[config.mk]
export PLATFORM = sky130hd
export DESIGN_NAME = switch_debouncer
export DESIGN_NICKNAME = d
export VERILOG_FILES = /design/src/rtl/switch_pkg.sv /design/src/rtl/sync_2ff.sv /design/src/rtl/switch_debouncer.sv
export SDC_FILE = /design/constraint.sdc
export NUM_CORES = 1
export LEC_CHECK = 0
export ABC_AREA = 0
export ABC_CLOCK_PERIOD_IN_PS = 1300
export BUFFER_PORTS_ARGS = -buffer_cell sky130_fd_sc_hd__buf_2
export CAP_MARGIN = 20
export CORE_MARGIN = 1.5
export CORE_UTILIZATION = 30
export DETAILED_ROUTE_END_ITERATION = 7
export GPL_ROUTABILITY_DRIVEN = 0
export PLACE_DENSITY = 0.58
export SYNTH_ARGS = -nofsm -noshare
export SYNTH_HDL_FRONTEND = slang
export SYNTH_HIERARCHICAL = 1
export SYNTH_SLANG_ARGS = --single-unit
export TNS_END_PERCENT = 100
[constraint.sdc]
create_clock -name clk_1 -period 1.3 [get_ports clk_1]
set_input_delay 0.26 -clock clk_1 [delete_from_list [all_inputs] [get_ports clk_1]]
set_output_delay 0.26 -clock clk_1 [all_outputs]
set_load 0.01 [all_outputs]
[src/rtl/switch_pkg.sv]
// Shared types and defaults for the switch input path: debouncer FSM states and
// the default qualification / diagnostic widths, also used by the switch block bench.
package switch_pkg;

  typedef enum logic [1:0] {
    LOW       = 2'd0,
    WAIT_HIGH = 2'd1,
    HIGH      = 2'd2,
    WAIT_LOW  = 2'd3
  } state_t;

  localparam int unsigned SW_STABLE_CYCLES = 16;
  localparam int unsigned SW_CNT_W         = 8;
  localparam int unsigned SW_GLITCH_W      = 8;

endpackage

[src/rtl/sync_2ff.sv]
// Single-bit two-flop synchroniser for an asynchronous level, async active-low reset to 0.
module sync_2ff (
  input  logic clk,
  input  logic rst_n,
  input  logic d,
  output logic q
);

  logic r_meta;

  always_ff @(posedge clk or negedge rst_n) begin
    if (!rst_n) begin
      r_meta <= 1'b0;
      q      <= 1'b0;
    end else begin
      r_meta <= d;
      q      <= r_meta;
    end
  end

endmodule

[src/rtl/switch_debouncer.sv]
// Debounces the raw switch pad into a clean level x with one-cycle edge pulses,
// and keeps a saturating count of aborted transitions for diagnostics.
module switch_debouncer
  import switch_pkg::*;
#(
  parameter int unsigned STABLE_CYCLES = SW_STABLE_CYCLES,
  parameter int unsigned CNT_W         = SW_CNT_W,
  parameter int unsigned GLITCH_W      = SW_GLITCH_W
) (
  input  logic                clk_1,
  input  logic                rst,
  input  logic                sw_raw,
  output logic                x,
  output logic                x_rise,
  output logic                x_fall,
  output logic                busy,
  output logic [GLITCH_W-1:0] glitch_cnt,
  output logic [1:0]          dbg_state,
  output logic [CNT_W-1:0]    dbg_cnt
);

  localparam logic [CNT_W-1:0]    LP_CNT_LAST   = CNT_W'(STABLE_CYCLES - 1);
  localparam logic [GLITCH_W-1:0] LP_GLITCH_MAX = '1;

  logic             w_s2;
  state_t           r_state;
  logic [CNT_W-1:0] r_cnt;

  sync_2ff u_sync (
    .clk   (clk_1),
    .rst_n (rst),
    .d     (sw_raw),
    .q     (w_s2)
  );

  // cnt holds the number of consecutive departing samples seen so far; the
  // transition commits on the sample that would make it STABLE_CYCLES.
  always_ff @(posedge clk_1 or negedge rst) begin
    if (!rst) begin
      r_state    <= LOW;
      r_cnt      <= '0;
      x          <= 1'b0;
      x_rise     <= 1'b0;
      x_fall     <= 1'b0;
      glitch_cnt <= '0;
    end else begin
      x_rise <= 1'b0;
      x_fall <= 1'b0;
      case (r_state)
        LOW: begin
          if (w_s2) begin
            r_state <= WAIT_HIGH;
            r_cnt   <= CNT_W'(1);
          end else begin
            r_cnt <= '0;
          end
        end
        WAIT_HIGH: begin
          if (!w_s2) begin
            r_state <= LOW;
            r_cnt   <= '0;
            if (glitch_cnt != LP_GLITCH_MAX) glitch_cnt <= glitch_cnt + 1'b1;
          end else if (r_cnt == LP_CNT_LAST) begin
            r_state <= HIGH;
            r_cnt   <= '0;
            x       <= 1'b1;
            x_rise  <= 1'b1;
          end else begin
            r_cnt <= r_cnt + 1'b1;
          end
        end
        HIGH: begin
          if (!w_s2) begin
            r_state <= WAIT_LOW;
            r_cnt   <= CNT_W'(1);
          end else begin
            r_cnt <= '0;
          end
        end
        WAIT_LOW: begin
          if (w_s2) begin
            r_state <= HIGH;
            r_cnt   <= '0;
            if (glitch_cnt != LP_GLITCH_MAX) glitch_cnt <= glitch_cnt + 1'b1;
          end else if (r_cnt == LP_CNT_LAST) begin
            r_state <= LOW;
            r_cnt   <= '0;
            x       <= 1'b0;
            x_fall  <= 1'b1;
          end else begin
            r_cnt <= r_cnt + 1'b1;
          end
        end
        default: begin
          r_state <= LOW;
          r_cnt   <= '0;
        end
      endcase
    end
  end

  assign busy      = (r_state == WAIT_HIGH) || (r_state == WAIT_LOW);
  assign dbg_state = r_state;
  assign dbg_cnt   = r_cnt;

endmodule

==> flow_metrics.tcl, run 1 <==
set metrics [dict create \
    outcome "finished, violations left" \
    violations "negative setup slack" \
    htreeDepth 1 \
    ir_drop_mv 0.8085 \
    hold_viol 0 \
    die_h_um 62.72 \
    synth-edff-count 0 \
    rows 21 \
    syn2layout_area_growth_pct 59.88 \
    synth-seq-cells 23 \
    yosysMostFrequentCell "dfrtp_1" \
    syn_area_sq_um 1070 \
    cts_buffers 3 \
    grt_max_degree 24 \
    syn_nets 97 \
    clock_skew_ns 0.001565 \
    die_w_um 62.72 \
    critical_path_arrival_ns 1.57 \
    io_pins 25 \
    fmax_mhz 733.4 \
    clk_path_buf_depth 2 \
    hp-class "in2reg" \
    maxCapViolations 0 \
    min_from "sw_raw" \
    ys_types 29 \
    drt_pass1_iterations 3 \
    first_iter_violations 20 \
    yosys-top-cells-area "dfrtp_1 (54%), xnor2_1 (4.9%), nand3_1 (3.3%), xor2_1 (3.3%), nor2_1 (3.2%)" \
    yosys_warnings 6 \
    antenna_found_initial 0 \
    dp_slack_ns -0.07208 \
    start_util_pct 31.56 \
    grt.total_usage_pct 13.64 \
    seq_area_sq_um 583.1 \
    startpoint "glitch_cnt[0]" \
    grt_pass1_wl_mm 4.243 \
    rsz0062_at_grt "true" \
    cts_tree "built" \
    ant_nets 0 \
    clock_latency_ns 0.30 \
    dr_total_vias 888 \
    antennaDiodeCount 0 \
    layout_setup_ws_ns -0.06349 \
    synth-main-ff-cell "dfrtp_1" \
    overflow 0 \
    path_class "reg2reg" \
    drv_slew 0 \
    cp_max_fo 4 \
    syn_inst 92 \
    r2r_start "glitch_cnt[0]" \
    dp.cells 184 \
    root_buffer "clkbuf_4" \
    multiInputGateArea_sq_um 564.3 \
    endpoint_kind "register" \
    period_needed_ns 1.363 \
    nFillCells 322 \
    yosysTopAreaCellShare_pct 53.80 \
    async_flop_share_pct 100.0 \
    cts.reportedPaths.clkPinSlew_ns 0.12 \
    startpoint_type "register" \
    tightest_slew_ns 0.5222 \
    drc 0 \
    dp_hpwl_mm 1.772 \
    fp.dieArea_sq_um 3933 \
    syn_avg_cell_area_sq_um 11.63 \
    vias_per_cell 4.440 \
    core_area_sq_um 3390 \
    fin_crit_sh_pct 104.9 \
    slew_headroom_pct 65.19 \
    setup_viol 6 \
    synth-seq-area-share_pct 53.80 \
    finalWirelength_mm 2.490 \
    yosys-top-cells-count "dfrtp_1 (23), nor2_1 (9), nand2_1 (7), nand3_1 (7), xnor2_1 (6)" \
    critPathRequiredTime_ns 1.50 \
    clkSinkCount 23 \
    drive_gt1_share_pct 58.44 \
    port_buffers 24 \
    finalNetCount 160 \
    hold_ws_ns 0.05099 \
    wire_per_inst_um 12.45 \
    first_global_vias 914 \
    final_cells 200 \
    power.leakage_uw 0.0008000 \
    power.density_nw_per_um2 1192 \
    synth_top_area_cell "dfrtp_1" \
]
critical path, cell delays in order (launching register included):
cell and delay, ns:
dfrtp_2 0.42, ha_4 0.17, nand3_4 0.09, o211ai_4 0.26, mux2_4 0.32
registers in the layout, summed over array words and instances (netlist names), named ones only:
register and flops:
x 1, u_sync/q 1, u_sync/r_meta 1, x_rise 1, x_fall 1, dbg_cnt 8, dbg_state 1, glitch_cnt 8
cells in the final DEF, fill, tap and decap left out, types with 4 or more instances in the layout:
master,synthesis,final
dfrtp_1,23,17
buf_6,0,17
xnor2_1,6,5
nand2_1,7,5
nor2_1,9,8
buf_4,0,24
buf_2,1,18
nand3_1,7,6
xor2_1,4,4
dfrtp_2,0,6
worst paths after layout:
path | slack [ns] | to | depth (start not counted)
max in group asynchronous | 0.47 | dbg_cnt[5] | 2
min in group asynchronous | 0.45 | dbg_cnt[7] | 2
min reg2reg | 0.36 | u_sync/q | 0
max | -0.06 | glitch_cnt[1] | 4
min | 0.05 | u_sync/r_meta | 1
max reg2reg | -0.06 | glitch_cnt[1] | 4
layer usage:
layer | GRT usage, % | vias to the layer above | share of wire, %
li1 | - | 441 | -
met1 | 15.84 | 426 | 42
met2 | 25.40 | 19 | 54
met3 | 1.802 | 2 | 3.2
met4 | 5.000 | 0 | 0.52
met5 | 0 | - | 0
through the flow:
| step | cell area (sq um) | TNS [ns] | utilization [%] | power [uW] |
|---|---|---|---|---|
| 2_1_floorplan | 1095 | -0.2765 | - | 1200 |
| 3_3_place_gp | 1444 | -0.03451 | 42.60 | 1478 |
| 3_5_place_dp | 1444 | -0.1304 | 42.60 | 1513 |
| 4_1_cts | 1592 | -0.3257 | 46.95 | 1975 |
| 5_1_grt | 1710 | -1.047 | 50.46 | 2182 |
| 6_report | 1710 | -0.2293 | 50.46 | 2039 |
layout make-up:
type,instances,area share (%)
Timing Repair Buffer,60,27.58
Multi-Input combinational cell,65,32.99
Clock buffer,4,1.536
Sequential cell,23,34.09
Tap cell,46,3.365
Inverter,2,0.4389
power breakdown:
group	internal [uW]	switching, uW
clock	120	207
combinational	456	324
sequential	816	118
timing repair:
item | 4_1_cts | 5_1_grt
hold endpoints to repair | 23 | 0
hold buffers | 1 | 0
pin swaps | 10 | 10
gates resized for setup | 17 | 16
setup endpoints to repair | 17 | 29
setup buffers | 5 | 7
kinds of logic after synthesis:
| kind of cell | Yosys count | synth area share (%) |
|---|---|---|
| AOI/OAI and AO/OA | 8 | 5.731 |
| xor gates and xnor gates | 11 | 10.76 |
| adders and majority gates | 2 | 2.339 |
| buffers and inverters | 4 | 1.520 |
| DFF | 23 | 53.80 |
| muxes | 4 | 4.561 |
| and+or+nand+nor | 40 | 21.29 |
Note: power is estimated with default switching activity, not from simulation.
==> run 2: changes to the inputs <==
Settings changed: TNS_END_PERCENT 100 to 5.
==> flow_metrics.tcl, run 2 (synthesis results as in run 1) <==
set metrics [dict create \
    hp-class "in2reg" \
    setup_viol 6 \
    grt_max_degree 24 \
    grt.total_usage_pct 13.24 \
    start_util_pct 31.56 \
    finalWirelength_mm 2.312 \
    final_cells 188 \
    maxCapViolations 0 \
    final_cell_mix "dfrtp_1 (18), buf_2 (17), buf_6 (15), buf_4 (15), nor2_1 (8)" \
    rsz0062_at_grt "true" \
    vias_per_cell 4.644 \
    design_area_sq_um 1583 \
    finalSetupTns_ns -0.1679 \
    antenna_found_initial 0 \
    clk_path_buf_depth 2 \
    slowest_delay_ns 0.39 \
    power.leakage_uw 0.0007346 \
    fin_crit_sh_pct 104.9 \
    htreeDepth 1 \
    drc 0 \
    grt_pass1_wl_mm 4.091 \
    dp.cells 181 \
    core_area_sq_um 3390 \
    die_h_um 62.72 \
    first_global_vias 870 \
    die_w_um 62.72 \
    placed_cell_area_sq_um 1418 \
    layout_setup_ws_ns -0.06352 \
    clock_skew_ns 0.002464 \
    nFillCells 334 \
    path_class "reg2reg" \
    drive_gt1_share_pct 52.82 \
    cts_buffers 3 \
    critPathRequiredTime_ns 1.52 \
    drv_slew 0 \
    drt_pass1_iterations 4 \
    mostFrequentLayoutCell "dfrtp_1" \
    clock_latency_ns 0.32 \
    cts_tree "built" \
    path_buf_inv 0 \
    slew_headroom_pct 65.73 \
    cp_max_fo 4 \
    tightest_slew_ns 0.5141 \
    path_cells "ha_2, nand3_2, o211ai_4, mux2_4" \
    ant_nets 0 \
    fp.dieArea_sq_um 3933 \
    port_buffers 24 \
    dr_total_vias 873 \
    overflow 0 \
    io_pins 25 \
    wire_per_inst_um 12.30 \
    cts.reportedPaths.clkPinSlew_ns 0.13 \
    first_iter_violations 22 \
    hold_viol 0 \
    fmax_mhz 733.4 \
    cpMaxStageDelayCell "dfrtp_1" \
    syn2layout_area_growth_pct 47.95 \
    root_buffer "clkbuf_4" \
    crit_family "flip-flops" \
    endpoint_kind "register" \
    dp_hpwl_mm 1.774 \
    startpoint_type "register" \
    outcome "finished, violations left" \
    ir_drop_mv 1.016 \
    antennaDiodeCount 0 \
    violations "negative setup slack" \
    period_needed_ns 1.364 \
    critical_path_arrival_ns 1.58 \
    fin_util_pct 46.70 \
    rows 21 \
    finalNetCount 148 \
    clkSinkCount 23 \
    power.density_nw_per_um2 1187 \
]
==> run 2: report_power, final <==
part	internal (uW)	switching, uW	total [uW]
registers	813	93.9	907
clock network	115	230	346
logic	341	286	627
==> run 2: worst paths after layout <==
| path | cells past startpoint | to | startpoint | slack [ns] |
|---|---|---|---|---|
| max | 4 | glitch_cnt[1] | glitch_cnt[1] | -0.06 |
| max in group asynchronous | 2 | glitch_cnt[0] | rst | 0.51 |
| min reg2reg | 0 | u_sync/q | u_sync/r_meta | 0.36 |
| min in group asynchronous | 2 | dbg_cnt[7] | rst | 0.42 |
| max reg2reg | 4 | glitch_cnt[1] | glitch_cnt[1] | -0.06 |
| min | 1 | u_sync/r_meta | sw_raw | 0.04 |
==> run 2: routing by layer <==
metal	GRT usage (%)	part of all wire, %	routed length (um)
met5	0	0	0
met4	1.667	0.48	11
met3	3.784	5.4	126
met2	22.85	51	1177
met1	16.94	43	996
==> run 2: worst register-to-register path: cells and delay by family, from the launching register on <==
| kind | cells | cell delay (ns) |
|---|---|---|
| AO/OA/AOI/OAI | 1 | 0.25 |
| adder cells (fa/ha/maj) | 1 | 0.20 |
| flip-flops | 1 | 0.39 |
| multiplexers | 1 | 0.32 |
| AND/OR/NAND/NOR | 1 | 0.11 |
==> run 2: cell type report <==
cell class,count,area (sq um),share of cell area [%]
Clock buffer,3,22.52,1.423
Clock inverter,1,5.005,0.3162
Inverter,2,7.507,0.4743
Multi-Input combinational cell,65,531.8,33.60
Sequential cell,23,581.8,36.76
Tap cell,46,57.56,3.636
Timing Repair Buffer,48,376.6,23.79
==> run 2: timing repair <==
action / 4_1_cts / 5_1_grt
setup endpoints to repair: 19 / 30
pin swaps: 3 / 3
endpoints found under the hold margin: 23 / 0
buffers inserted: 2 / 0
resized for setup: 15 / 11
hold buffers: 1 / 0
==> run 2: through the flow <==
stage | setup slack, ns | hold slack (ns) | total power (uW)
floorplan | -0.09900 | -0.03559 | 1200
global placement | -0.01745 | 0.2601 | 1451
detailed placement | -0.05735 | 0.2702 | 1480
CTS | -0.06776 | 0.03579 | 1858
global route | -0.1233 | 0.02473 | 2002
finish | -0.06352 | 0.03996 | 1879
==> run 3: changes to the inputs <==
Settings changed: CORE_ASPECT_RATIO set to 0.5.
==> flow_metrics.tcl, run 3 (synthesis results as in run 1) <==
set metrics [dict create \
    cts.reportedPaths.clkPinSlew_ns 0.08 \
    grt.total_usage_pct 12.57 \
    mostFrequentLayoutCell "buf_2" \
    clock_latency_ns 0.27 \
    drt_pass1_iterations 4 \
    final_cell_mix "buf_2 (24), buf_4 (22), dfrtp_1 (17)" \
    drive_gt1_share_pct 54.17 \
    maxCapViolations 0 \
    io_pins 25 \
    grt_pass1_wl_mm 3.719 \
    min_from "sw_raw" \
    clock_skew_ns 0.004978 \
    fp.dieArea_sq_um 3955 \
    period_needed_ns 1.336 \
    holdPathEnd "u_sync/r_meta" \
    cts_tree "built" \
    antenna_found_initial 0 \
    clkSinkCount 23 \
    rows 15 \
    root_buffer "clkbuf_8" \
    ir_drop_mv 0.5897 \
    first_iter_violations 62 \
    core_area_sq_um 3416 \
    cp_max_fo 3 \
    fmax_mhz 748.6 \
    cts_setup_buffers 0 \
    tightest_slew_ns 0.5367 \
    die_w_um 87.45 \
    start_util_pct 31.32 \
    drv_slew 0 \
    setup_viol 5 \
    r2r_setup_slack_ns -0.04 \
    first_global_vias 836 \
    rsz0062_at_grt "true" \
    hold_viol 0 \
    antennaDiodeCount 0 \
    finalWirelength_mm 2.204 \
    r2r_start "u_sync/q" \
    power.leakage_uw 0.0007333 \
    cts_buffers 3 \
    clk_path_buf_depth 2 \
    ant_nets 0 \
    fin_util_pct 45.86 \
    outcome "finished, violations left" \
    path_cells "xnor2_4, nand2_1, nor3_2, mux2_4" \
    hp-class "in2reg" \
    slowest_delay_ns 0.45 \
    startpoint "u_sync/q" \
    htreeDepth 1 \
    slew_headroom_pct 64.22 \
    placed_cell_area_sq_um 1454 \
    fin_crit_sh_pct 102.8 \
    design_area_sq_um 1567 \
    path_class "reg2reg" \
    startpoint_type "register" \
    crit_family "flip-flops" \
    violations "negative setup slack" \
    grt_max_degree 24 \
    hold_depth 1 \
    cpMaxStageDelayCell "dfrtp_2" \
    power.density_nw_per_um2 1265 \
    vias_per_cell 4.272 \
    endpoint_kind "register" \
    syn2layout_area_growth_pct 46.43 \
    ff2ff_path_depth 4 \
    dp_hpwl_mm 1.583 \
    wire_per_inst_um 11.30 \
    reg2reg_to "glitch_cnt[7]" \
    critPathRequiredTime_ns 1.46 \
    critical_path_arrival_ns 1.49 \
    path_buf_inv 0 \
    drc 0 \
    nFillCells 331 \
    die_h_um 45.23 \
    layout_setup_ws_ns -0.03581 \
    port_buffers 24 \
    overflow 0 \
    dr_total_vias 833 \
    finalNetCount 150 \
]
## run 3: cell count changes in the layout (fill, tap and decap cells not counted), moves of 3 or more
cell / previous run / this run
buf_2: 17 / 24
clkbuf_8: 0 / 3
buf_4: 15 / 22
buf_6: 15 / 3
clkbuf_4: 3 / 0
## run 3: worst max-delay path by stage
stage	cells after the start	end	slack, ns
final	4	glitch_cnt[7]	-0.04
after global routing	5	glitch_cnt[6]	-0.1
after CTS	4	glitch_cnt[7]	-0.05
after detailed placement	4	glitch_cnt[1]	-0.05
after global placement	4	glitch_cnt[1]	-0.05
after floorplan	4	glitch_cnt[1]	-0.1
## run 3: report_power, final
group	switching [uW]	internal, uW
Combinational	283	325
Sequential	106	816
Clock	233	219
## run 3: per-layer routing
layer / routed length (um) / vias to the layer above / global-route usage, %
met2: 1073 / 14 / 20.77
met3: 84 / 2 / 4.205
met1: 1029 / 397 / 15.95
met5: 0 / - / 0
met4: 17 / 0 / 3.810
li1: - / 420 / -
## run 3: final cells by class
type	instances	area, sq um	share of cell area (%)
Inverter	2	7.507	0.4792
Timing Repair Buffer	50	329.1	21.01
Clock buffer	4	45.04	2.875
Tap cell	51	63.81	4.073
Multi-Input combinational cell	65	538.0	34.35
Sequential cell	23	583.1	37.22
## run 3: what timing repair did
action / in CTS / in global routing
gates resized for setup: 2 / 14
setup endpoints to repair: 5 / 19
endpoints found under the hold margin: 23 / 0
hold buffers: 1 / 0
pin swaps: 3 / 6
## run 3: stage by stage
stage	cells	power (uW)	worst slack [ns]	hold WS (ns)	setup TNS, ns
after floorplan	92	1200	-0.09900	-0.03559	-0.2935
after global placement	190	1482	-0.05356	0.2658	-0.07134
after detailed placement	190	1485	-0.05002	0.2730	-0.07269
after CTS	195	2004	-0.04687	0.09059	-0.1438
after global routing	195	2120	-0.09596	0.08506	-0.6024
final	195	1982	-0.03581	0.09689	-0.08050
## run 3: worst reg2reg max path: stages (launching register included)
cell and delay [ns]:
dfrtp_2 0.45, xnor2_4 0.19, nand2_1 0.09, nor3_2 0.18, mux2_4 0.31
